[config.mk]
export PLATFORM = sky130hd
export DESIGN_NAME = ar_request_queue
export DESIGN_NICKNAME = d
export VERILOG_FILES = /design/src/rtl/ar_request_queue.sv
export SDC_FILE = /design/constraint.sdc
export NUM_CORES = 1
export LEC_CHECK = 0
export ABC_AREA = 1
export BUFFER_PORTS_ARGS = -buffer_cell sky130_fd_sc_hd__buf_2
export CORE_MARGIN = 5
export CORE_UTILIZATION = 44
export CTS_CLUSTER_SIZE = 12
export DETAILED_ROUTE_END_ITERATION = 16
export SLEW_MARGIN = 10
export SYNTH_ARGS = -nofsm -noshare
export SYNTH_HDL_FRONTEND = slang
export SYNTH_SLANG_ARGS = --single-unit
export TNS_END_PERCENT = 100
[constraint.sdc]
create_clock -name clk -period 2.9 [get_ports clk]
set_clock_uncertainty 0.15 [all_clocks]
set_input_delay 0.58 -clock clk [delete_from_list [all_inputs] [get_ports clk]]
set_output_delay 0.58 -clock clk [all_outputs]
set_load 0.05 [all_outputs]
[src/rtl/ar_request_queue.sv]
// ar_request_queue
// ----------------
// In-order buffer for AXI read-address requests sitting between an upstream
// master and a BRAM read controller that only raises arready once per
// transaction. The master can keep issuing addresses while a read is in flight.
//
// Handshake: a transfer happens on a rising clk edge where valid and ready
// are both 1. The producer holds valid and its payload stable until that edge.
// This queue obeys that rule on the m_ side: the head stays put until accepted.
//
// Ports:
//   clk        system clock, rising edge
//   aresetn    synchronous active-low reset
//   s_arvalid  upstream request valid
//   s_araddr   upstream request address
//   s_arready  queue can accept a request (registered)
//   m_arvalid  head request valid (registered)
//   m_araddr   head request address (registered)
//   m_arready  read controller accepts the head
//   count      current occupancy, 0..DEPTH (registered)
module ar_request_queue #(
   parameter int ADDR_WIDTH = 32,
   parameter int DEPTH      = 4,
   parameter int CNT_WIDTH  = $clog2(DEPTH + 1)
) (
   input  logic                  clk,
   input  logic                  aresetn,
   input  logic                  s_arvalid,
   input  logic [ADDR_WIDTH-1:0] s_araddr,
   output logic                  s_arready,
   output logic                  m_arvalid,
   output logic [ADDR_WIDTH-1:0] m_araddr,
   input  logic                  m_arready,
   output logic [CNT_WIDTH-1:0]  count
);

   localparam int PTR_WIDTH = (DEPTH > 1) ? $clog2(DEPTH) : 1;

   logic [ADDR_WIDTH-1:0] mem [DEPTH];
   logic [PTR_WIDTH-1:0]  wr_ptr;
   logic [PTR_WIDTH-1:0]  rd_ptr;
   logic [PTR_WIDTH-1:0]  rd_ptr_next;
   logic [CNT_WIDTH-1:0]  count_next;
   logic                  push;
   logic                  pop;
   logic                  bypass;

   assign push = s_arvalid & s_arready;
   assign pop  = m_arvalid & m_arready;

   always_comb begin
      rd_ptr_next = rd_ptr;
      if (pop) begin
         rd_ptr_next = rd_ptr + PTR_WIDTH'(1);
      end

      count_next = count;
      case ({push, pop})
         2'b10:   count_next = count + CNT_WIDTH'(1);
         2'b01:   count_next = count - CNT_WIDTH'(1);
         default: count_next = count;
      endcase

      // The pushed entry becomes the new head when it is the only entry left
      // after this edge. Storage is not written until the edge, so the head
      // register has to take the address straight from s_araddr.
      bypass = push && (count_next == CNT_WIDTH'(1));
   end

   // Storage has no reset; its contents only matter once they are pushed.
   always_ff @(posedge clk) begin
      if (push) begin
         mem[wr_ptr] <= s_araddr;
      end
   end

   always_ff @(posedge clk) begin
      if (!aresetn) begin
         wr_ptr    <= '0;
         rd_ptr    <= '0;
         count     <= '0;
         s_arready <= 1'b1;
         m_arvalid <= 1'b0;
         m_araddr  <= '0;
      end else begin
         if (push) begin
            wr_ptr <= wr_ptr + PTR_WIDTH'(1);
         end
         rd_ptr    <= rd_ptr_next;
         count     <= count_next;
         s_arready <= (count_next != CNT_WIDTH'(DEPTH));
         m_arvalid <= (count_next != '0);
         // When the queue is idle the head simply follows the slot under the
         // read pointer; nothing downstream looks at it while m_arvalid=0.
         m_araddr  <= bypass ? s_araddr : mem[rd_ptr_next];
      end
   end

endmodule

; ---- After elaboration in Yosys (flattened, before gate mapping)
; Memory sizes are Yosys's and may differ from the RTL's.
; Index checks and enable logic that the tools add are counted.
[totals]
reg_bits = 41
output_inout_bits = 37
word_cells = 24
ramBits = 128
memories = 1
input_bits = 36
[memory_table]
columns = memory, words, word_bits, rd, rd_ports_with_merged_regs, write_ports, line
row1 = mem, 4, 32, 1, 0, 1, 39  ; logic [ADDR_WIDTH-1:0] mem [DEPTH];
[classes]
eq_ne = 4
muxes = 5
addsub = 4
reduce_logical = 2
bitwise_logic = 2
[op_table]
columns = op, n
row1 = $mux 32, 1
row2 = $pmux 3 s2, 1
row3 = $add 2x1->2 const B, 2
row4 = $add 3x1->3 const B, 1
row5 = $eq 3x1->1 const B, 1
row6 = $ne 3x3->1 const B, 1
row7 = $reduce_bool 3->1, 1
row8 = $sub 3x1->3 const B, 1
row9 = $and 1x1->1, 2
row10 = $eq 2x1->1 const B, 1
row11 = $eq 2x2->1 const B, 1
row12 = $mux 1, 2
row13 = $mux 2, 1
row14 = $logic_and 1x1->1, 1

; ---- Depth between registers and ports, before layout
[logic_depth]
ltp_word = 6
ltp_mapped = 13

; ---- Least setup slack after synthesis
; No wires, ideal clock.
[synth_timing]
path_kind = register to register
start = register s_arready
end = memory mem[0][0] (enable)
arrival_ns = 2.233
stages_incl_launch_ff = 3
synth_period_minus_slack_ns = 2.805
path_slack_ns = 0.095
t_required_ns = 2.329
cell_sequence = dfxtp_1 -> nand2_2 -> nor2_1
[synth_between]
elab_chain_len = 3
[synth_rtl]
columns = item, line
row1 = "start, declared", 30  ; output logic s_arready,
row2 = "start signal, assigned", 91  ; s_arready <= (count_next != CNT_WIDTH'(DEPTH));
row3 = $and 1x1->1, 48  ; assign push = s_arvalid & s_arready;
row4 = $mux 1, 72  ; if (push) begin
row5 = $mux 1 (implied by the code), 73  ; mem[wr_ptr] <= s_araddr;
row6 = "end, declared", 39
; No other way between the ends.

; ---- Final worst setup path
[layout_timing]
start = register m_arvalid
end = register m_araddr[8]
[layout_between]
elab_chain_len = 6
elab_cells_between_ends = 9
cone_classes = eq/ne: 3 / mux: 3 / bitwise: 1 / reduce/logical: 1 / memory: 1
[layout_rtl]
columns = item, line
row1 = "start, declared", 31  ; output logic m_arvalid,
row2 = "start signal, assigned", 92  ; m_arvalid <= (count_next != '0);
row3 = $and 1x1->1 (*), 49  ; assign pop = m_arvalid & m_arready;
row4 = $eq 2x1->1 / $eq 2x2->1 (equally long branches), 58  ; case ({push, pop})
row5 = $pmux 3 s2, 58
row6 = $eq 3x1->1, 67  ; bypass = push && (count_next == CNT_WIDTH'(1));
row7 = $logic_and 1x1->1, 67
row8 = $mux 32 (*), 95  ; m_araddr <= bypass ? s_araddr : mem[rd_ptr_next];
row9 = "end signal, assigned", 95
row10 = "end, declared", 32  ; output logic [ADDR_WIDTH-1:0] m_araddr,
; Every way passes the cells marked *; elsewhere a longest branch is shown, timed or not.
; A chain may end at the register's enable or synchronous reset.

==> impl_metrics.toml <==
[run_status]
status = "completed"

[grt]
grt_start_max_net_pins = 42
grt_pass1_wl_um = 26400
grt_pass1_vias = 5062
grtUsageTotal_pct = 18.6
gr-total-overflow = 0
antenna_found_initial = 1

[critical_path]
worst_path_dominant_cell_family = "adder cells"
critPathBufInv = 3
crit_fanout = 16
critPathMaxStageDelay_ns = 0.44
crit_chain = "nand2_1, inv_1, ha_1, fa_1, nand2_1, o21ai_2, nor2_4, inv_2, nor2_4, buf_4, nor2_1, nor2_1"
cp.arrival_ns = 2.63
cp-start-kind = "flip-flop"
worstSetupPathType = "reg -> reg"
worstPathRequired_ns = 3.10
end_kind = "flip-flop"
cp_slowest_cell = "fa_1"

[power_and_ir_drop]
power_leakage_uw = 0.00376
powerDensity_nw_per_um2 = 827
peakVddDrop_mv = 0.491

[clock_network]
cts.sinks = 169
cts.repair.resized = 0
cts_tree = "yes"
cts_max_path_buffers = 2
postCtsSetupBuffers = 0
clk_latency_ns = 0.42
htreeDepth = 4
cts_buffers = 17
root_buffer = "clkbuf_16"
holdBufCountCts = 0
cts.clk_slew.worst_paths_ns = 0.06

[route]
drc_errors = 0
wl_um = 16700
dr_total_vias = 5080
post_drt_wl_per_cell_um = 16.2
first_pass_iters = 6
antenna_left = 0
drtIter0Drc = 310
via_per_inst = 4.94

[timing]
rsz0062_at_grt = "no"
fmax_mhz = 412
hold_viol = 0
worst_pin_slew_ns = 0.585
finalSetupTns_ns = 0
min_period_ns = 2.43
slew_headroom_pct = 60.9
final_max_slew_viol_count = 0
final-setup-viol-count = 0
post-route-period-util_pct = 83.8

[layout]
diodes = 0
nets = 842
syn_to_final_growth_pct = 17.7
stdcell_area_um2 = 8470
register_area_um2 = 4660
multi_input_area_um2 = 2040
layout-drive-gt1-share_pct = 17.7
fillers = 1434

[logic_synthesis]
yosysTopAreaCell = "edfxtp_1"
ys_seq_elements = 169
synth_top_cell_area_share_pct = 53.4
yosys_most_used_dff = "edfxtp_1"
yosysMostFrequentCell = "nand2_1"
ys_async_sr_fraction_pct = 0
synth_area_um2 = 7200
synth_cell_types = 22
ys_top_cells_by_count = "nand2_1, edfxtp_1, inv_1, nor2_1, nand3_1"
synth.net_count = 767
yosys_warnings = 0
avgSynthCellArea_um2 = 9.93
synth_edf_count = 128
ys_seq_area_share_pct = 64.8
synth.area.top_cells = "edfxtp_1, dfxtp_1, nand2_1"
syn_inst = 725

[floorplan]
die-area_um2 = 19000
initial_core_util_pct = 45.1
die_h_um = 138
row_count = 46
chipWidth_um = 138
coreArea_um2 = 15900
pin_count = 73

[placement]
place.gp.congestion = 0.756
dp_hpwl_um = 10100
io_buffers = 72
placed_cell_area_um2 = 7880

[run]
maxCapViolCount = 0

[worst_hold_path]
worstHoldPathType = "in -> reg"
stage by stage:
stage / worst slack, ns / cells / utilization, % / hold WS [ns] / power (µW)
floorplan: 0.0954 / 725 / - / 0.340 / 4320
global placement: 0.262 / 997 / 49.4 / 0.357 / 4800
detailed placement: 0.181 / 997 / 49.4 / 0.404 / 4840
CTS: 0.486 / 1029 / 53.1 / 0.217 / 7070
global route: 0.298 / 1029 / 53.1 / 0.221 / 7360
finish: 0.471 / 1029 / 53.1 / 0.225 / 7000
final cells by class:
cell class / count / area share (%)
Tap cell: 216 / 3.19
Clock inverter: 11 / 1.43
Multi-Input combinational cell: 428 / 24.0
Timing Repair Buffer: 99 / 6.94
Clock buffer: 21 / 5.55
Inverter: 85 / 3.77
Sequential cell: 169 / 55.1
sequential cells by signal, summed over array words and instances, names as in the netlist:
name and count:
mem 128, m_araddr 32, count 3, rd_ptr 2, wr_ptr 2, m_arvalid 1, s_arready 1
report_power, final:
part           switching, µW  internal, µW  leakage (µW)  total [µW]
clock network            894          1330      0.000290        2230
logic                   1370           474       0.00195        1840
registers               82.3          2850       0.00152        2930
total                   2340          4660       0.00376        7000
kinds of logic (layout without fill, tap and decap cells):
family / after synthesis / in the layout / share of synthesized area (%)
AOI/OAI and AO/OA: 6 / 6 / 0.469
adders and majority gates: 6 / 6 / 1.15
buffers and inverters: 128 / 216 / 7.44
DFF: 169 / 169 / 64.8
and+or+nand+nor: 416 / 416 / 26.1
cell usage in the layout, fill, tap and decap left out:
cell / instances
clkbuf_8: 3
buf_12: 2
clkinvlp_4: 1
inv_2: 2
clkbuf_1: 1
fa_1: 1
clkinv_1: 2
buf_2: 72
edfxtp_1: 128
clkinv_2: 3
nand3_1: 66
nand2_2: 4
clkinv_4: 4
nor2_4: 6
nand3b_1: 32
nand2_1: 202
a21oi_1: 3
clkbuf_16: 17
dfxtp_1: 41
o21ai_0: 2
nor2_1: 69
and2_1: 2
o21ai_2: 1
bufinv_16: 2
ha_1: 5
buf_4: 25
inv_1: 82
nand4_1: 33
nand3_2: 2
routing by layer:
metal | GRT usage (%) | share of wire [%] | vias to the layer above
met5 | 0 | 0.090 | -
met4 | 5.65 | 1.3 | 2
met3 | 4.61 | 5.0 | 17
met2 | 32.5 | 51 | 116
met1 | 22.7 | 43 | 2422
li1 | - | - | 2523
final timing paths:
check                         start                     end  slack, ns  cells after the start
min reg2reg  wr_ptr[1]$_SDFFE_PN0P_  wr_ptr[1]$_SDFFE_PN0P_       0.40                      2
max reg2reg    m_arvalid$_SDFF_PN0_  m_araddr[8]$_SDFF_PN0_       0.47                     12
min                    s_araddr[12]    mem[2][12]$_DFFE_PP_       0.23                      1
max            m_arvalid$_SDFF_PN0_  m_araddr[8]$_SDFF_PN0_       0.47                     12
(Power assumes the default switching activity.)
